**src/rtl/lsu_pkg.sv**
```systemverilog
// Shared types and encodings for the load/store controller: FSM states,
// RV32I load/store funct3 codes, fault causes and the byte-lane mask helper.
package lsu_pkg;

  typedef enum logic [1:0] {
    IDLE = 2'd0,
    BUSY = 2'd1,
    DONE = 2'd2
  } lsu_state_e;

  localparam logic [2:0] F3_B  = 3'b000;
  localparam logic [2:0] F3_H  = 3'b001;
  localparam logic [2:0] F3_W  = 3'b010;
  localparam logic [2:0] F3_BU = 3'b100;
  localparam logic [2:0] F3_HU = 3'b101;

  localparam logic [1:0] CAUSE_NONE     = 2'b00;
  localparam logic [1:0] CAUSE_MISALIGN = 2'b01;
  localparam logic [1:0] CAUSE_ILLEGAL  = 2'b10;
  localparam logic [1:0] CAUSE_TIMEOUT  = 2'b11;

  // size is funct3[1:0]: 00 byte, 01 half, otherwise word.
  function automatic logic [3:0] lane_mask(input logic [1:0] size, input logic [1:0] k);
    logic [3:0] m;
    case (size)
      2'b00:   m = 4'b0001 << k;
      2'b01:   m = k[1] ? 4'b1100 : 4'b0011;
      default: m = 4'b1111;
    endcase
    return m;
  endfunction

endpackage

```
**src/rtl/lsu_lane_fmt.sv**
```systemverilog
// Combinational lane formatter: legality/alignment checks and store lane
// replication for the incoming request, lane extract/extend for returning loads.
module lsu_lane_fmt (
  input  logic        req_we,
  input  logic [2:0]  req_funct3,
  input  logic [1:0]  req_addr_lo,
  input  logic [31:0] req_wdata,
  output logic        req_illegal,
  output logic        req_misalign,
  output logic [3:0]  req_bmask,
  output logic [31:0] req_wdata_fmt,
  input  logic [2:0]  ld_funct3,
  input  logic [1:0]  ld_addr_lo,
  input  logic [31:0] ld_word,
  output logic [31:0] ld_data
);
  import lsu_pkg::*;

  logic [7:0]  ld_byte;
  logic [15:0] ld_half;

  always_comb begin
    req_illegal   = 1'b0;
    req_misalign  = 1'b0;
    req_bmask     = lane_mask(req_funct3[1:0], req_addr_lo);
    req_wdata_fmt = 32'd0;

    if (req_we) begin
      req_illegal = req_funct3[2] | (req_funct3 == 3'b011);
    end else begin
      req_illegal = (req_funct3 == 3'b011) | (req_funct3 == 3'b110) | (req_funct3 == 3'b111);
    end

    case (req_funct3[1:0])
      2'b01:   req_misalign = req_addr_lo[0];
      2'b10:   req_misalign = (req_addr_lo != 2'b00);
      default: req_misalign = 1'b0;
    endcase

    // Loads leave the write bus quiet; stores replicate the datum across lanes.
    if (req_we) begin
      case (req_funct3[1:0])
        2'b00:   req_wdata_fmt = {4{req_wdata[7:0]}};
        2'b01:   req_wdata_fmt = {2{req_wdata[15:0]}};
        default: req_wdata_fmt = req_wdata;
      endcase
    end
  end

  always_comb begin
    ld_byte = 8'd0;
    case (ld_addr_lo)
      2'd0:    ld_byte = ld_word[7:0];
      2'd1:    ld_byte = ld_word[15:8];
      2'd2:    ld_byte = ld_word[23:16];
      default: ld_byte = ld_word[31:24];
    endcase
    ld_half = ld_addr_lo[1] ? ld_word[31:16] : ld_word[15:0];

    case (ld_funct3)
      F3_B:    ld_data = {{24{ld_byte[7]}}, ld_byte};
      F3_BU:   ld_data = {24'd0, ld_byte};
      F3_H:    ld_data = {{16{ld_half[15]}}, ld_half};
      F3_HU:   ld_data = {16'd0, ld_half};
      default: ld_data = ld_word;
    endcase
  end

endmodule

```
**src/rtl/lsu_ctrl.sv**
```systemverilog
// Load/store controller: one access per request, memory req held until ack or timeout.
// Completion pulse one cycle after ack; core stalled while a request is pending or BUSY.
module lsu_ctrl #(
  parameter int TIMEOUT_CYC = 256
) (
  input  logic        i_clk,
  input  logic        i_reset,
  input  logic        lsu_i_req,
  input  logic        lsu_i_we,
  input  logic [2:0]  lsu_i_funct3,
  input  logic [31:0] lsu_i_addr,
  input  logic [31:0] lsu_i_wdata,
  output logic        lsu_o_stall,
  output logic [31:0] lsu_o_rdata,
  output logic        lsu_o_valid,
  output logic        lsu_o_fault,
  output logic [1:0]  lsu_o_fault_cause,
  output logic        mem_o_req,
  output logic        mem_o_we,
  output logic [31:0] mem_o_addr,
  output logic [31:0] mem_o_wdata,
  output logic [3:0]  mem_o_bmask,
  input  logic        mem_i_ack,
  input  logic [31:0] mem_i_rdata
);
  import lsu_pkg::*;

  localparam int              CNT_W    = $clog2(TIMEOUT_CYC);
  localparam logic [CNT_W-1:0] CNT_LAST = CNT_W'(TIMEOUT_CYC - 1);

  lsu_state_e       state_q, state_d;
  logic [CNT_W-1:0] cnt_q, cnt_d;
  logic             we_q, we_d;
  logic [2:0]       funct3_q, funct3_d;
  logic [1:0]       addr_lo_q, addr_lo_d;
  logic [31:0]      rdata_q, rdata_d;
  logic             valid_q, valid_d;
  logic             fault_q, fault_d;
  logic [1:0]       cause_q, cause_d;
  logic             mem_req_q, mem_req_d;
  logic [31:0]      mem_addr_q, mem_addr_d;
  logic [31:0]      mem_wdata_q, mem_wdata_d;
  logic [3:0]       mem_bmask_q, mem_bmask_d;

  logic        req_illegal;
  logic        req_misalign;
  logic [3:0]  req_bmask;
  logic [31:0] req_wdata_fmt;
  logic [31:0] ld_data;

  lsu_lane_fmt u_fmt (
    .req_we        (lsu_i_we),
    .req_funct3    (lsu_i_funct3),
    .req_addr_lo   (lsu_i_addr[1:0]),
    .req_wdata     (lsu_i_wdata),
    .req_illegal   (req_illegal),
    .req_misalign  (req_misalign),
    .req_bmask     (req_bmask),
    .req_wdata_fmt (req_wdata_fmt),
    .ld_funct3     (funct3_q),
    .ld_addr_lo    (addr_lo_q),
    .ld_word       (mem_i_rdata),
    .ld_data       (ld_data)
  );

  always_comb begin
    state_d     = state_q;
    cnt_d       = cnt_q;
    we_d        = we_q;
    funct3_d    = funct3_q;
    addr_lo_d   = addr_lo_q;
    rdata_d     = rdata_q;
    valid_d     = 1'b0;
    fault_d     = 1'b0;
    cause_d     = CAUSE_NONE;
    mem_req_d   = 1'b0;
    mem_addr_d  = mem_addr_q;
    mem_wdata_d = mem_wdata_q;
    mem_bmask_d = mem_bmask_q;

    case (state_q)
      IDLE: begin
        if (lsu_i_req) begin
          if (req_illegal || req_misalign) begin
            // Rejected before touching memory; illegal outranks misalign.
            state_d = DONE;
            fault_d = 1'b1;
            cause_d = req_illegal ? CAUSE_ILLEGAL : CAUSE_MISALIGN;
            rdata_d = 32'd0;
          end else begin
            state_d     = BUSY;
            cnt_d       = '0;
            mem_req_d   = 1'b1;
            we_d        = lsu_i_we;
            funct3_d    = lsu_i_funct3;
            addr_lo_d   = lsu_i_addr[1:0];
            mem_addr_d  = {lsu_i_addr[31:2], 2'b00};
            mem_wdata_d = req_wdata_fmt;
            mem_bmask_d = req_bmask;
          end
        end
      end

      BUSY: begin
        if (mem_i_ack) begin
          state_d = DONE;
          valid_d = 1'b1;
          rdata_d = we_q ? 32'd0 : ld_data;
        end else if (cnt_q == CNT_LAST) begin
          state_d = DONE;
          fault_d = 1'b1;
          cause_d = CAUSE_TIMEOUT;
          rdata_d = 32'd0;
        end else begin
          cnt_d     = cnt_q + CNT_W'(1);
          mem_req_d = 1'b1;
        end
      end

      DONE: begin
        state_d = IDLE;
      end

      default: begin
        state_d = IDLE;
      end
    endcase
  end

  always_ff @(posedge i_clk) begin
    if (i_reset) begin
      state_q     <= IDLE;
      cnt_q       <= '0;
      we_q        <= 1'b0;
      funct3_q    <= 3'd0;
      addr_lo_q   <= 2'd0;
      rdata_q     <= 32'd0;
      valid_q     <= 1'b0;
      fault_q     <= 1'b0;
      cause_q     <= CAUSE_NONE;
      mem_req_q   <= 1'b0;
      mem_addr_q  <= 32'd0;
      mem_wdata_q <= 32'd0;
      mem_bmask_q <= 4'd0;
    end else begin
      state_q     <= state_d;
      cnt_q       <= cnt_d;
      we_q        <= we_d;
      funct3_q    <= funct3_d;
      addr_lo_q   <= addr_lo_d;
      rdata_q     <= rdata_d;
      valid_q     <= valid_d;
      fault_q     <= fault_d;
      cause_q     <= cause_d;
      mem_req_q   <= mem_req_d;
      mem_addr_q  <= mem_addr_d;
      mem_wdata_q <= mem_wdata_d;
      mem_bmask_q <= mem_bmask_d;
    end
  end

  // DONE deliberately drops stall so the core advances on the completion edge.
  assign lsu_o_stall       = ((state_q == IDLE) && lsu_i_req) || (state_q == BUSY);
  assign lsu_o_rdata       = rdata_q;
  assign lsu_o_valid       = valid_q;
  assign lsu_o_fault       = fault_q;
  assign lsu_o_fault_cause = cause_q;
  assign mem_o_req         = mem_req_q;
  assign mem_o_we          = we_q;
  assign mem_o_addr        = mem_addr_q;
  assign mem_o_wdata       = mem_wdata_q;
  assign mem_o_bmask       = mem_bmask_q;

endmodule

```
**config.mk**
```make
export PLATFORM = sky130hd
export DESIGN_NAME = lsu_ctrl
export DESIGN_NICKNAME = d
export VERILOG_FILES = /design/src/rtl/lsu_pkg.sv /design/src/rtl/lsu_lane_fmt.sv /design/src/rtl/lsu_ctrl.sv
export SDC_FILE = /design/constraint.sdc
export NUM_CORES = 1
export LEC_CHECK = 0
export ABC_AREA = 1
export CORE_MARGIN = 2
export CORE_UTILIZATION = 30
export DETAILED_ROUTE_END_ITERATION = 16
export REMOVE_ABC_BUFFERS = 1
export SLEW_MARGIN = 20
export SYNTH_ARGS = -nofsm -noshare
export SYNTH_HDL_FRONTEND = slang
export SYNTH_HIERARCHICAL = 1
export SYNTH_SLANG_ARGS = --single-unit
```
**constraint.sdc**
```tcl
create_clock -name i_clk -period 2.1 [get_ports i_clk]
set_clock_uncertainty 0.05 [all_clocks]
set_input_delay 0.21 -clock i_clk [delete_from_list [all_inputs] [get_ports i_clk]]
set_output_delay 0.21 -clock i_clk [all_outputs]
set_load 0.02 [all_outputs]
```
Word level (Yosys, flattened, before mapping):

Cells that the tools add are included.

* register bits: 119
* input bits: 104
* word-level logic and storage cells: 94

* reduce and logical (&&, ||, !) cells: 14
* shifts and indexed selects: 1
* equal/unequal tests: 18
* bitwise operators: 5
* add/subtract/negate cells: 1
* mux-type cells: 42

Operators by type and width (count)
* 32-bit 2-to-1 mux: 6
* 32-bit one-hot mux with 2 select lines: 2
* 32-bit one-hot mux with 4 select lines: 1
* 8-bit 2-to-1 mux: 4
* 8-bit one-hot mux with 3 select lines: 1
* 2-bit 2-to-1 mux: 9
* 16-bit 2-to-1 mux: 1
* 8-bit one-hot mux with 2 select lines: 1
* 3-bit == test, second input constant: 4
* 1-bit 2-to-1 mux: 10
* 2-bit inequality test, second input constant: 5
* 8-bit by 1-bit adder with 8-bit output, second input constant: 1
* 8-bit == test, second input constant: 1
* 2-bit one-hot mux with 2 select lines: 2
* 4-bit one-hot mux with 2 select lines: 1
* 2-bit by 1-bit == test with 1-bit output, second input constant: 3
* 2-bit zero test: 3
* 1-bit one-hot mux with 2 select lines: 3
* 5-bit AND reduction: 1
* 2-bit == test, second input constant: 2
* 4-bit 2-to-1 mux: 1
* 4-bit AND reduction: 1
* 2-bit nonzero test: 2
* 1-bit by 2-bit << shifter with 4-bit output, first input constant: 1
* 11 further kinds: 15

Logic depth before layout (Yosys ltp):

* depth after elaboration: 8
* depth in mapped cells: 13
* gate-level depth less buffers: 11

Cells and area by module:

Netlist, hierarchy kept.

By module, submodules not included
* lsu_ctrl: times used 1, area each 4719.5 um^2, sequential area each 2382.3 um^2, cells each 652
* lsu_lane_fmt: times used 1, area each 1567.8 um^2, sequential area each 0.0 um^2, cells each 325

Worst setup path after synthesis:

Ideal clock, no wire load.

* path kind: input -> register
* start point: input port lsu_i_funct3[1]
* end point: register rdata_q[28] (netlist: lsu_o_rdata[28])
* library setup time: 0.115 ns
* path slack: 0.219 ns
* cell stages on the path: 11
* arrival: 1.716 ns
* cells stage by stage: inv_1 -> ha_1 -> clkbuf_1 -> a21oi_1 -> nor2_1 -> nor2_1 -> a21oi_2 -> buf_2 -> nand3_1 -> nand2_1 -> nor2_1

RTL lines
* start: declaration: RTL line lsu_ctrl.sv:10 `input logic [2:0] lsu_i_funct3,`
* 2-bit == test or 2-bit by 1-bit == test with 1-bit output (tied branches): RTL line lsu_lane_fmt.sv:34 `case (req_funct3[1:0])`
* 1-bit one-hot mux with 2 select lines *: RTL line lsu_lane_fmt.sv:34
* via req_misalign: RTL line lsu_ctrl.sv:46 `logic req_misalign;`
* 1-bit logical OR *: RTL line lsu_ctrl.sv:84 `if (req_illegal || req_misalign) begin`
* 2-bit inequality test (no source line) *
* 4-bit AND reduction (no source line) *
* end signal: assignment: RTL line lsu_ctrl.sv:151 `rdata_q <= rdata_d;`
* end: declaration: RTL line lsu_ctrl.sv:36 `logic [31:0] rdata_q, rdata_d;`

The timed path passes the listed nets; every way through them passes the cells marked *.
A chain may end at the register's enable or synchronous reset.

Final worst setup path:

* start point: register state_q[0]
* end point: output port lsu_o_stall

* word-level cells in the longest chain between the ends: 3

Ends and longest elaborated chain
* start: declaration: RTL line lsu_ctrl.sv:31 `lsu_state_e state_q, state_d;`
* start signal: assignment: RTL line lsu_ctrl.sv:146 `state_q <= state_d;`
* 2-bit zero test: RTL line lsu_ctrl.sv:163 `assign lsu_o_stall = ((state_q == IDLE) && lsu_i_req) || (state_q == BUSY);`
* 1-bit logical AND: RTL line lsu_ctrl.sv:163
* 1-bit logical OR *: RTL line lsu_ctrl.sv:163
* end: declaration: RTL line lsu_ctrl.sv:13 `output logic lsu_o_stall,`

Every way passes the cells marked *; elsewhere a longest branch is shown, timed or not.

==> run_results.csv <==
group,metric,value,unit
global_route,grt.busiest_layer,"met2",
final_layout,layout.nets,1282,
detailed_routing,drt_iter0_drc,375,
global_route,met3_usage,9.51,%
setup_path,worst_setup_path_start_kind,"register",
power,p_leak,3.84,nW
sta,finalSetupTns,0,ps
detailed_routing,drc,0,
hold_path,hold-path-cell-count,3,
setup_path,critical_path.max_fanout,3,
clocking,h-tree-depth,4,
synthesis,synth_cell_type_count,29,
sta,worst_slack,157,ps
detailed_routing,wirelength,20400,µm
sta,timing.fmax,515,MHz
final_layout,drive_above_1_share,9.36,%
setup_path,path_cells,"o21ai_1, inv_1, clkdlybuf4s50_1",
placed_design,globalplace.congestion,0.857,
placed_design,dp_hpwl,14400,µm
clocking,clkSinkCount,119,
setup_path,critical_path_arrival,1680,ps
sta,fin_crit_sh,92.5,%
sta,maxSlewViolCount,0,
power,power.total,0.00698,W
synthesis,syn_inst,977,
final_layout,area_growth,47.9,%
final_layout,final_common_cell,"nand2_1",
setup_path,critical_path.top_delay_family,"buffers and inverters",
global_route,grt_pass1_wl,32100,µm
detailed_routing,wl_per_cell,14.0,µm
final_layout,final_cells,1456,
clocking,insertion_delay,420,ps
placed_design,io_buffers,208,
synthesis,synth-seq-area-share,37.9,%
placed_design,placed_cells,1424,
global_route,grt.overflow.total,0,
setup_path,cp_slowest_stage_delay,540,ps
detailed_routing,via_per_inst,4.70,
die,die_h,149,µm
setup_path,rr_worst_depth,9,
sta,tightestPinTransition,499,ps
final_layout,final_cell_mix,"326 x nand2_1, 207 x clkdlybuf4s50_1, 121 x nor2_1",
clocking,root_buffer,"clkbuf_16",
global_route,antenna_found_initial,2,
sta,whs,282,ps
global_route,grt_use_total,18.3,%
setup_path,critPathBufInv,2,
status,status,"finished clean",
sta,slew_headroom,66.7,%
setup_path,endpoint_kind,"output pin",
die,initial_core_util,30.8,%
detailed_routing,drtAntennaViolNets,0,
global_route,met2_usage,27.3,%
sta,rsz0062_at_grt,"no",
power,vdd_drop_max,0.525,mV
global_route,grt_pass1_vias,6187,
die,rows,52,
clocking,clock_path_buffers,2,
power,powerDensity,751,mW/mm²
clocking,clk_pin_slew_worst_paths,70,ps
global_route,met1_usage,23.1,%
setup_path,cp.depth,3,
setup_path,required,1840,ps
die,die_w,149,µm
detailed_routing,dr_total_vias,6837,
die,io_pins,211,
sta,min_period,1940,ps
final_layout,fillers,2151,
setup_path,slowest_stage,"clkdlybuf4s50_1",
synthesis,yosysWarnings,6,
sta,setup_violations,0,
placed_design,pre_cts_slack,-280,ps
run,drv_cap,0,
die,core,0.0204,mm²
detailed_routing,drt-pass1-iter-count,8,
clocking,cts_made_buffers,17,
hold_path,hold_class,"in2reg",
global_route,grt_max_degree,85,
die,dieArea,0.0221,mm²
synthesis,ys_seq_elements,119,
synthesis,avgSynthCellArea,6.44,µm²
setup_path,critical_path_class,"reg2out",
synthesis,syn_area,0.00629,mm²
final_layout,num_antenna_cells,0,
clocking,tritoncts,"yes",
sta,hold_viol,0,
-- sequential cells by signal (all words and copies together) (netlist names) --
name / cells
lsu_o_valid: 1
mem_o_bmask: 4
mem_o_req: 1
mem_o_wdata: 32
cnt_q: 8
mem_o_we: 1
state_q: 2
addr_lo_q: 2
lsu_o_rdata: 32
funct3_q: 3
lsu_o_fault: 1
lsu_o_fault_cause: 2
mem_o_addr: 30
-- worst register-to-register path: stages, from the launching register on --
cell	delay, ps
dfxtp_1	420
ha_1	260
nand2_1	110
nor2_2	120
nand2_1	70
nand2_2	230
buf_12	270
nand3_1	150
nand2_1	80
nor2_1	30
-- power breakdown --
part | internal [W] | switching (W) | leakage (nW)
combinational | 0.000745 | 0.000919 | 2.59
sequential | 0.00241 | 0.0000847 | 0.970
clock | 0.00158 | 0.00125 | 0.274
-- synthesized netlist by cell type --
| cell type | number | share of area (%) |
|---|---|---|
| conb_1 | 1 | 0.060 |
| nor2_4 | 2 | 0.36 |
| nand2_4 | 1 | 0.18 |
| nand3_4 | 1 | 0.28 |
| clkinv_1 | 1 | 0.060 |
| o21ai_1 | 1 | 0.080 |
| buf_4 | 7 | 0.84 |
| o31ai_1 | 1 | 0.12 |
| or2_1 | 1 | 0.10 |
| ha_1 | 5 | 1.0 |
| buf_6 | 6 | 1.1 |
| nand2_2 | 4 | 0.40 |
| inv_1 | 49 | 2.9 |
| nor2_1 | 122 | 7.3 |
| o211ai_1 | 8 | 0.96 |
| nor2_2 | 5 | 0.50 |
| nand3_1 | 86 | 6.8 |
| o21ai_2 | 1 | 0.14 |
| a21oi_2 | 1 | 0.14 |
| nor3_1 | 2 | 0.16 |
| nand2_1 | 327 | 20 |
| dfxtp_1 | 119 | 38 |
| nand4_1 | 5 | 0.50 |
| nand3_2 | 21 | 3.3 |
| o21ai_0 | 32 | 2.5 |
| buf_2 | 26 | 2.1 |
| clkbuf_1 | 27 | 1.6 |
| a21oi_1 | 109 | 8.7 |
| inv_2 | 6 | 0.36 |
-- per-stage QoR --
stage	utilization (%)	instance area, µm²
floorplan	-	5940
global placement	42.7	8720
detailed placement	42.7	8720
CTS	45.5	9300
global route	45.5	9300
finish	45.5	9300
-- cells by family after synthesis --
group                    Yosys count  synth area share (%)
buffers and inverters            122                  8.94
AO/OA/AOI/OAI                    153                  12.7
adder cells (fa/ha/maj)            5                 0.995
flip-flops                       119                  37.9
AND/OR/NAND/NOR                  577                  39.5
other                              1                0.0596
-- final timing paths --
check	from	to	slack, ps
setup / recovery	state_q[0]$_SDFFE_PP0P_	lsu_o_stall	160
hold reg to reg	mem_o_wdata[28]$_SDFFE_PP0P_	mem_o_wdata[28]$_SDFFE_PP0P_	410
hold / removal	i_reset	mem_o_wdata[7]$_SDFFE_PP0P_	280
setup reg to reg	cnt_q[0]$_SDFFE_PP0P_	lsu_o_rdata[1]$_SDFFE_PP0P_	220
-- layer usage --
layer / routed length (µm) / part of all wire [%] / up-vias
met5: 11 / 0.054 / -
met4: 294 / 1.4 / 2
met3: 2460 / 12 / 17
met2: 8660 / 42 / 234
met1: 9010 / 44 / 3063
li1: - / - / 3521
-- final cells by class --
type                            count  area [µm²]  share of cell area (%)
Sequential cell                   119        2380                    25.6
Multi-Input combinational cell    737        3360                    36.1
Clock buffer                       17         425                    4.58
Tap cell                          270         338                    3.63
Inverter                           56         210                    2.26
Clock inverter                     15         150                    1.61
Timing Repair Buffer              242        2430                    26.2
-- timing repair --
item | 4_1_cts | 5_1_grt
endpoints found under the setup margin | 0 | 33
setup buffers | 0 | 0
resized for setup | 0 | 1
hold buffers | 0 | 0
Power figures use the tool's default switching activity.
